### config.mk
export PLATFORM = sky130hd
export DESIGN_NAME = i2c_byte_sequencer
export DESIGN_NICKNAME = d
export VERILOG_FILES = /design/src/rtl/i2c_pkg.sv /design/src/rtl/i2c_quarter_timer.sv /design/src/rtl/i2c_byte_sequencer.sv
export SDC_FILE = /design/constraint.sdc
export NUM_CORES = 1
export LEC_CHECK = 0
export BUFFER_PORTS_ARGS = -buffer_cell sky130_fd_sc_hd__buf_4
export CAP_MARGIN = 25
export CORE_ASPECT_RATIO = 0.9
export CORE_MARGIN = 2
export CORE_UTILIZATION = 64
export CTS_BUF_LIST = sky130_fd_sc_hd__clkbuf_8
export DETAILED_ROUTE_END_ITERATION = 6
export GPL_ROUTABILITY_DRIVEN = 0
export PLACE_DENSITY = 0.88
export SYNTH_ARGS = -nofsm -noshare
export SYNTH_HDL_FRONTEND = slang
export SYNTH_SLANG_ARGS = --single-unit
### constraint.sdc
create_clock -name clock -period 5.3 [get_ports clock]
set_input_delay 0.53 -clock clock [delete_from_list [all_inputs] [get_ports clock]]
set_output_delay 0.53 -clock clock [all_outputs]
set_load 0.01 [all_outputs]
### src/rtl/i2c_pkg.sv
// Shared types for the I2C byte sequencer: command encodings, FSM states,
// SCL quarter-phase names and byte-width constants.
package i2c_pkg;

    localparam int unsigned BYTE_W    = 8;
    localparam int unsigned BIT_CNT_W = $clog2(BYTE_W);

    typedef enum logic [1:0] {
        OP_START = 2'b00,
        OP_WRITE = 2'b01,
        OP_READ  = 2'b10,
        OP_STOP  = 2'b11
    } cmd_op_e;

    typedef enum logic [2:0] {
        ST_IDLE  = 3'd0,
        ST_START = 3'd1,
        ST_BIT   = 3'd2,
        ST_ACK   = 3'd3,
        ST_STOP  = 3'd4
    } state_e;

    typedef enum logic [1:0] {
        Q0 = 2'd0,
        Q1 = 2'd1,
        Q2 = 2'd2,
        Q3 = 2'd3
    } phase_e;

endpackage

### src/rtl/i2c_quarter_timer.sv
// SCL quarter-period timer: counts CLK_DIV clocks per quarter and steps the
// 2-bit phase Q0..Q3.
// Ports:
//   clock, reset_n : clock, synchronous active-low reset
//   enable         : count while high; count and phase cleared while low
//   pause          : hold the count (clock stretching)
//   tick_c         : last clock of the current quarter (combinational)
//   phase          : current quarter
module i2c_quarter_timer
    import i2c_pkg::*;
#(
    parameter int unsigned CLK_DIV = 250,
    parameter int unsigned CNT_W   = 16
) (
    input  logic   clock,
    input  logic   reset_n,
    input  logic   enable,
    input  logic   pause,
    output logic   tick_c,
    output phase_e phase
);

    logic [CNT_W-1:0] cnt_q, cnt_d;
    phase_e           phase_q, phase_d;

    assign tick_c = enable && !pause && (cnt_q == CNT_W'(CLK_DIV - 1));
    assign phase  = phase_q;

    // Next count / phase
    always_comb begin
        cnt_d   = cnt_q;
        phase_d = phase_q;
        if (!enable) begin
            cnt_d   = '0;
            phase_d = Q0;
        end else if (tick_c) begin
            cnt_d   = '0;
            phase_d = phase_e'(2'(phase_q + 2'd1));
        end else if (!pause) begin
            cnt_d = cnt_q + CNT_W'(1);
        end
    end

    always_ff @(posedge clock) begin
        if (!reset_n) begin
            cnt_q   <= '0;
            phase_q <= Q0;
        end else begin
            cnt_q   <= cnt_d;
            phase_q <= phase_d;
        end
    end

endmodule

### src/rtl/i2c_byte_sequencer.sv
// Master-side I2C byte engine: executes one START / WRITE / READ / STOP
// command at a time and drives the open-drain SCL/SDA enables.
// Ports:
//   clock, reset_n           : clock, synchronous active-low reset
//   cmd_valid/cmd_ready      : command handshake
//   cmd_op/cmd_data/cmd_ack_n: operation, write byte, ACK bit to send after READ
//   rsp_valid/rsp_data/rsp_nack : one-cycle response after WRITE/READ
//   busy, bus_held           : command executing / bus owned between START and STOP
//   scl_oe, sda_oe           : 1 pulls the line low
//   scl_in, sda_in           : pad readback
// Optional: define I2C_CLOCK_STRETCH_EN to hold the quarter timer while a
// slave keeps SCL low in Q2/Q3; otherwise scl_in is ignored.
module i2c_byte_sequencer
    import i2c_pkg::*;
#(
    parameter int unsigned CLK_DIV = 250,
    parameter int unsigned CNT_W   = 16
) (
    input  logic              clock,
    input  logic              reset_n,
    input  logic              cmd_valid,
    output logic              cmd_ready,
    input  logic [1:0]        cmd_op,
    input  logic [BYTE_W-1:0] cmd_data,
    input  logic              cmd_ack_n,
    output logic              rsp_valid,
    output logic [BYTE_W-1:0] rsp_data,
    output logic              rsp_nack,
    output logic              busy,
    output logic              bus_held,
    output logic              scl_oe,
    output logic              sda_oe,
    input  logic              scl_in,
    input  logic              sda_in
);

    state_e                 state_q, state_d;
    logic [BYTE_W-1:0]      shift_q, shift_d;
    logic [BIT_CNT_W-1:0]   bit_cnt_q, bit_cnt_d;
    logic                   is_read_q, is_read_d;
    logic                   ack_n_q, ack_n_d;
    logic                   bus_held_q, bus_held_d;
    logic                   busy_q, busy_d;
    logic                   rsp_valid_q, rsp_valid_d;
    logic [BYTE_W-1:0]      rsp_data_q, rsp_data_d;
    logic                   rsp_nack_q, rsp_nack_d;
    logic                   scl_oe_q, scl_oe_d;
    logic                   sda_oe_q, sda_oe_d;
    phase_e                 phase, phase_n;
    logic                   tick_c, pause_c;

`ifdef I2C_CLOCK_STRETCH_EN
    // A slave holding SCL low while we release it freezes the quarter count
    assign pause_c = ((phase == Q2) || (phase == Q3)) && !scl_oe_q && !scl_in;
`else
    logic unused_scl_in;
    assign unused_scl_in = scl_in;
    assign pause_c       = 1'b0;
`endif

    i2c_quarter_timer #(
        .CLK_DIV (CLK_DIV),
        .CNT_W   (CNT_W)
    ) u_timer (
        .clock   (clock),
        .reset_n (reset_n),
        .enable  (state_q != ST_IDLE),
        .pause   (pause_c),
        .tick_c  (tick_c),
        .phase   (phase)
    );

    assign cmd_ready = (state_q == ST_IDLE) && reset_n;
    assign rsp_valid = rsp_valid_q;
    assign rsp_data  = rsp_data_q;
    assign rsp_nack  = rsp_nack_q;
    assign busy      = busy_q;
    assign bus_held  = bus_held_q;
    assign scl_oe    = scl_oe_q;
    assign sda_oe    = sda_oe_q;

    // Next state, datapath and line enables. The line enables are computed
    // from the next state/phase so the registered pins line up with the phase.
    always_comb begin
        state_d     = state_q;
        shift_d     = shift_q;
        bit_cnt_d   = bit_cnt_q;
        is_read_d   = is_read_q;
        ack_n_d     = ack_n_q;
        bus_held_d  = bus_held_q;
        rsp_valid_d = 1'b0;
        rsp_data_d  = rsp_data_q;
        rsp_nack_d  = rsp_nack_q;
        scl_oe_d    = 1'b0;
        sda_oe_d    = 1'b0;
        phase_n     = (state_q == ST_IDLE) ? Q0
                    : (tick_c ? phase_e'(2'(phase + 2'd1)) : phase);

        unique case (state_q)
            ST_IDLE: begin
                if (cmd_valid && cmd_ready) begin
                    is_read_d = (cmd_op_e'(cmd_op) == OP_READ);
                    ack_n_d   = cmd_ack_n;
                    bit_cnt_d = '0;
                    unique case (cmd_op_e'(cmd_op))
                        OP_START: state_d = ST_START;
                        OP_WRITE: begin
                            state_d = ST_BIT;
                            shift_d = cmd_data;
                        end
                        OP_READ: begin
                            state_d = ST_BIT;
                            shift_d = '0;
                        end
                        OP_STOP:  state_d = ST_STOP;
                        default:  state_d = ST_IDLE;
                    endcase
                end
            end
            ST_START: begin
                if (tick_c && (phase == Q3)) begin
                    state_d    = ST_IDLE;
                    bus_held_d = 1'b1;
                end
            end
            ST_BIT: begin
                if (tick_c && (phase == Q2) && is_read_q) begin
                    shift_d = {shift_q[BYTE_W-2:0], sda_in};
                end
                if (tick_c && (phase == Q3)) begin
                    if (!is_read_q) begin
                        shift_d = {shift_q[BYTE_W-2:0], 1'b0};
                    end
                    bit_cnt_d = bit_cnt_q + BIT_CNT_W'(1);
                    if (bit_cnt_q == BIT_CNT_W'(BYTE_W - 1)) begin
                        state_d = ST_ACK;
                    end
                end
            end
            ST_ACK: begin
                if (tick_c && (phase == Q2)) begin
                    rsp_nack_d = is_read_q ? 1'b0 : sda_in;
                end
                if (tick_c && (phase == Q3)) begin
                    state_d     = ST_IDLE;
                    rsp_valid_d = 1'b1;
                    if (is_read_q) begin
                        rsp_data_d = shift_q;
                    end
                end
            end
            ST_STOP: begin
                // Without a held bus there is nothing to release
                if (!bus_held_q) begin
                    state_d = ST_IDLE;
                end else if (tick_c && (phase == Q3)) begin
                    state_d    = ST_IDLE;
                    bus_held_d = 1'b0;
                end
            end
            default: state_d = ST_IDLE;
        endcase

        unique case (state_d)
            ST_IDLE: begin
                scl_oe_d = bus_held_d;
                sda_oe_d = bus_held_d && sda_oe_q;
            end
            ST_START: begin
                unique case (phase_n)
                    Q0:      scl_oe_d = bus_held_d;
                    Q1:      ;
                    Q2:      sda_oe_d = 1'b1;
                    default: begin
                        scl_oe_d = 1'b1;
                        sda_oe_d = 1'b1;
                    end
                endcase
            end
            ST_BIT: begin
                scl_oe_d = (phase_n == Q0) || (phase_n == Q1);
                sda_oe_d = !is_read_d && !shift_d[BYTE_W-1];
            end
            ST_ACK: begin
                scl_oe_d = (phase_n == Q0) || (phase_n == Q1);
                sda_oe_d = is_read_d && !ack_n_d;
            end
            ST_STOP: begin
                if (bus_held_d) begin
                    scl_oe_d = (phase_n == Q0);
                    sda_oe_d = (phase_n == Q0) || (phase_n == Q1);
                end
            end
            default: ;
        endcase
    end

    assign busy_d = (state_d != ST_IDLE);

    always_ff @(posedge clock) begin
        if (!reset_n) begin
            state_q     <= ST_IDLE;
            shift_q     <= '0;
            bit_cnt_q   <= '0;
            is_read_q   <= 1'b0;
            ack_n_q     <= 1'b0;
            bus_held_q  <= 1'b0;
            busy_q      <= 1'b0;
            rsp_valid_q <= 1'b0;
            rsp_data_q  <= '0;
            rsp_nack_q  <= 1'b0;
            scl_oe_q    <= 1'b0;
            sda_oe_q    <= 1'b0;
        end else begin
            state_q     <= state_d;
            shift_q     <= shift_d;
            bit_cnt_q   <= bit_cnt_d;
            is_read_q   <= is_read_d;
            ack_n_q     <= ack_n_d;
            bus_held_q  <= bus_held_d;
            busy_q      <= busy_d;
            rsp_valid_q <= rsp_valid_d;
            rsp_data_q  <= rsp_data_d;
            rsp_nack_q  <= rsp_nack_d;
            scl_oe_q    <= scl_oe_d;
            sda_oe_q    <= sda_oe_d;
        end
    end

endmodule

# Word level (Yosys, flattened, before mapping)
# Index checks and enable logic that the tools add are counted.
dict set report word_totals {
  in_bits 16
  out_inout_bits 15
  wordCells 106
  reg_bits 48
}
dict set report classes {
  reduce_logical 32
  mux 34
  add_sub_neg 3
  eq_ne 20
  n_bitwise 2
}
# op n
set ops {}
lappend ops {{2-to-1 mux 8 bit} 4}
lappend ops {{case mux 8 bit (2 select lines)} 2}
lappend ops {{2-to-1 mux 3 bit} 7}
lappend ops {{adder 16 x 1 -> 16 bit (second input constant)} 1}
lappend ops {{equality test 16 x 8 -> 1 bit (second input constant)} 1}
lappend ops {{equality test 3 x 2 -> 1 bit (second input constant)} 4}
lappend ops {{2-to-1 mux 1 bit} 12}
lappend ops {{case mux 3 bit (4 select lines)} 1}
lappend ops {{equality test 2 bit (second input constant)} 5}
lappend ops {{OR reduction 2 bit} 5}
lappend ops {{equality test 3 bit (second input constant)} 3}
lappend ops {{logical AND 1 bit} 9}
lappend ops {{case mux 3 bit (3 select lines)} 1}
lappend ops {{AND reduction 3 bit} 3}
lappend ops {{equality test 3 x 1 -> 1 bit (second input constant)} 2}
lappend ops {{logical NOT 3 bit} 2}
lappend ops {{case mux 3 bit (2 select lines)} 1}
lappend ops {{AND reduction 2 bit} 3}
lappend ops {{nonzero test 3 bit} 2}
lappend ops {{case mux 1 bit (5 select lines)} 1}
lappend ops {{equality test 2 x 1 -> 1 bit (second input constant)} 2}
lappend ops {{logical NOT 2 bit} 2}
lappend ops {{2-to-1 mux 2 bit} 2}
lappend ops {{case mux 1 bit (2 select lines)} 2}
lappend ops {{other kinds (11)} 14}

# Depth between registers and ports, before layout
dict set report logic_depth {
  word_depth 11
  ltp_mapped 10
  ltp_nobuf 9
}

# Cells and area by module
# Synthesis repeated with hierarchy kept, for this count alone.
dict set report unflattened {
  cells_unflattened 290
  hier_area_um2 2521.2
}
# mod cells_each seq_area_each_um2 area_per_inst_um2 instances
set modules_own_cells {}
lappend modules_own_cells {i2c_byte_sequencer 190 600.6 1599.0 1}
lappend modules_own_cells {i2c_quarter_timer 100 360.3 922.1 1}

# Worst setup path after synthesis
# OpenSTA, ideal clock, no wires.
dict set report synth_path {
  path_kind {reg-to-reg}
  startpoint {register u_timer.cnt_q[0]}
  endpoint {register scl_oe_q (netlist: scl_oe)}
  setup_slack_ns 2.568
  setup_ns 0.087
  synth_period_minus_slack_ns 2.732
  stages_incl_launch_ff 10
  t_required_ns 5.213
  n_path_buf 1
  arrival_time_ns 2.645
  cell_sequence {dfxtp_1 ha_1 or4b_4 or4_4 buf_6 nor2_1 o21ai_2 xnor2_1 or4_1 o31ai_1}
}
dict set report synth_between {
  elab_chain_cells 9
  word_cells_on_any_way 27
  cone_classes {eq/ne (7); mux (13); reduce/logical (7)}
}
# element line_no
set synth_lines {}
lappend synth_lines {{from (decl)} i2c_quarter_timer.sv:23} ;# logic [CNT_W-1:0] cnt_q, cnt_d;
lappend synth_lines {{from (signal assigned)} i2c_quarter_timer.sv:49} ;# cnt_q <= cnt_d;
lappend synth_lines {{equality test 16 x 8 -> 1 bit *} i2c_quarter_timer.sv:26} ;# assign tick_c = enable && !pause && (cnt_q == CNT_W'(CLK_DIV - 1));
lappend synth_lines {{logical AND 1 bit *} i2c_quarter_timer.sv:26}
lappend synth_lines {{logical AND 1 bit} --}
lappend synth_lines {{2-to-1 mux 3 bit} {i2c_byte_sequencer.sv:121, i2c_byte_sequencer.sv:144, i2c_byte_sequencer.sv:156}}
lappend synth_lines {{2-to-1 mux 3 bit} i2c_byte_sequencer.sv:154} ;# if (!bus_held_q) begin
lappend synth_lines {{case mux 3 bit (4 select lines)} i2c_byte_sequencer.sv:99} ;# unique case (state_q)
lappend synth_lines {{equality test 3 x 2 -> 1 bit} i2c_byte_sequencer.sv:164} ;# unique case (state_d)
lappend synth_lines {{OR reduction 2 bit (no source line)} --}
lappend synth_lines {{case mux 1 bit (4 select lines) *} i2c_byte_sequencer.sv:164}
lappend synth_lines {{to (signal assigned)} i2c_byte_sequencer.sv:225} ;# scl_oe_q <= scl_oe_d;
lappend synth_lines {{to (decl)} i2c_byte_sequencer.sv:47} ;# logic scl_oe_q, scl_oe_d;
# Every way passes the cells marked *; elsewhere a longest branch is shown, timed or not.
# A chain may end at the register's enable or synchronous reset.

# Final worst setup path
# Ends and elaborated chain as after synthesis.

==> out/summary.txt <==
CP Buf/Inv Count: 0
critical path arrival: 3.10 ns
Slew Limit Fails: 0
number of synthesized register bits: 48
status: complete, no violations
Clock Power Share: 0.328
Combinational Power Share: 0.089
vias in the first global route: 1850
ys flop type: dfxtp_1
Setup Viol. Count Final: 0
synth top area cells: dfxtp_1 (40%), mux2i_1 (5.8%), nor2b_1 (5.4%), ha_1 (5.1%), nor2_1 (4.6%)
antenna viol nets, final: 0
Post-synth EDFFs: 0
CTS sink count: 48
share of flip-flops with an asynchronous set or reset: 0
latest clock arrival within the worst-skew pair: 0.30 ns
Vert. Die Dim: 62.5 µm
# IOs: 31
Cell Pwr Density: 232 mW/mm²
Post-CTS Resized: 0
share of the synthesized area in the top cell type: 0.395
first-pass GRT wire length: 7.82 mm
Unique masters post-synth: 43
post-route minimum period: 2.89 ns
Final Cell Area: 0.00273 mm²
ratio of cells with drive above 1 in the final layout: 0.153
RSZ-0062 raised after global routing: false
Top Family by Delay on Critical Path: simple AND/OR/NAND/NOR gates
met2 wire len: 2.35 mm
Clk pin slew, worst setup/hold paths: 0.08 ns
critical path endpoint category: register
port bufs: 29
Critical Path RT: 5.51 ns
FP Rows: 21
top sig layer: met4
die width: 69.0 µm
Starting DRT DRC Count: 131
Mapped Nets: 303
max cap viols: 0
sequential share of power: 0.583
Placed Area: 0.00265 mm²
initial antenna violation count: 0
CTS Buf Count: 5
diode count: 0
critical path class: register to register
setup bufs post-CTS: 0
Final period util: 0.545
CP Max Fanout: 6
total track usage: 0.239
Sw Share: 0.240
switching power total: 0.000152 W
slew of the pin with the lowest slew margin: 0.628 ns
H-tree depth: 2
Syn. warnings: 0
Syn Inst Count: 277
first-pass detailed-route iteration total: 4
M1 WL: 2.13 mm
sequential area share after synthesis: 0.395
core footprint: 0.00368 mm²
routed via count: 1972
TritonCTS clock tree: yes
worst-path cell with the longest stage delay: or4_4
CP peak stage delay: 0.59 ns
die area: 0.00431 mm²
Mean Syn Cell Area: 8.78 µm²
area leader, netlist: dfxtp_1
Fillers: 276
critical path launch point type: register
NumNets Final: 326
Wirelength per Cell: 13.7 µm
total grt overflow: 0
maximum clock path buffer count: 2
post-DP HPWL: 3.49 mm
largest net degree at the start of global routing: 34
Initial Utilization: 0.661
Final Hold Vio Count: 0
CTS root buffer: clkbuf_8
Worst VDD drop: 0.180 mV
area growth from synthesis to layout: 12.5%
crit path cell chain: ha_1 > or4b_4 > or4_4 > nor2_1 > o21ai_2 > xnor2_1 > or4_1 > o31ai_1
Max transition margin: 0.580
Int Power: 0.000482 W
Total Wirelength: 4.75 mm
fmax: 346 MHz
Leak: 1.07 nW
setup TNS: 0 ns
Vias/cell: 5.68
Hold Path Class: register to register
Post-CTS Hold Buffers: 0
DR WL met3: 201 µm
Cell Area, Synth: 0.00243 mm²
drt drc: 0
Layout Skew: 0.00969 ns
state kept, by name (all words and copies together) (netlist names):
signal,cells
u_timer.cnt_q,16
rsp_data,8
shift_q,8
bit_cnt_q,3
state_q,3
u_timer.phase,2
ack_n_q,1
bus_held,1
busy,1
is_read_q,1
rsp_nack,1
rsp_valid,1
scl_oe,1
sda_oe,1
routing by layer:
metal  vias up  global-route usage
li1       1004                   -
met1       918               0.289
met2        43               0.397
met3         7              0.0721
met4         0              0.0760
met5         -                   0
layout make-up:
cell class | count | area (µm²) | area share
timing repair buffer | 29 | 218 | 0.0796
clock buffer | 5 | 68.8 | 0.0252
inverter | 12 | 45.0 | 0.0165
tap | 46 | 57.6 | 0.0211
multi-input combinational | 204 | 1370 | 0.500
clock inverter | 3 | 16.3 | 0.00595
sequential | 48 | 961 | 0.351
power by group through the flow:
| stage | clock, W | sequential [W] | combinational, W |
|---|---|---|---|
| finish | 0.000208 | 0.000370 | 0.0000565 |
| global route | 0.000231 | 0.000370 | 0.0000622 |
| detailed placement | 0 | 0.000378 | 0.0000563 |
| CTS | 0.000212 | 0.000370 | 0.0000565 |
| floorplan | 0 | 0.000377 | 0.0000371 |
| global placement | 0 | 0.000378 | 0.0000550 |
cells in the final DEF, fill, tap and decap left out, types with 5 or more instances in the layout:
master | Yosys | routed
dfxtp_1 | 48 | 48
nor2_1 | 30 | 30
buf_4 | 0 | 29
nor2b_1 | 21 | 21
nand2_1 | 20 | 20
inv_1 | 12 | 14
mux2i_1 | 14 | 14
nand3_1 | 13 | 13
and3_1 | 11 | 11
ha_1 | 10 | 10
and2_1 | 8 | 8
xnor2_1 | 7 | 7
xor2_1 | 7 | 7
a221oi_1 | 6 | 6
a21oi_1 | 6 | 6
o21ai_0 | 5 | 5
clkbuf_8 | 0 | 5
synth_stat cells (all sizes together) (7+ instances only):
library cell and count:
and2 9, xor2 7, xnor2 7, clkbuf 11, nand3 13, nand2 20, inv 12, nor2b 21
dfxtp 48, o21ai 7, ha 10, nor2 30, mux2i 14, and3 11
path summary, 6_finish.rpt:
kind | slack (ns) | depth (start not counted) | to | start
max | 2.41 | 8 | scl_oe | u_timer.cnt_q[0]
min reg2reg | 0.48 | 1 | u_timer.cnt_q[0] | u_timer.cnt_q[0]
min | 0.48 | 1 | u_timer.cnt_q[0] | u_timer.cnt_q[0]
max reg2reg | 2.41 | 8 | scl_oe | u_timer.cnt_q[0]
cells by family after synthesis:
family / share of synthesized area
fa+ha+maj: 0.0515
buf+inv: 0.0422
compound gates: 0.101
flops: 0.395
mux: 0.0623
xor+xnor: 0.0504
simple gates: 0.297
through the flow:
step           power [W]  instances  utilization  setup WS (ns)  hold WS, ns
3_3_place_gp    0.000433        339        0.720           2.45        0.447
4_1_cts         0.000639        347        0.743           2.42        0.478
5_1_grt         0.000664        347        0.743           2.26        0.473
3_5_place_dp    0.000434        339        0.720           2.45        0.459
6_report        0.000634        347        0.743           2.41        0.479
2_1_floorplan   0.000414        277            -           2.57        0.433
Note: power is estimated with default switching activity, not from simulation.
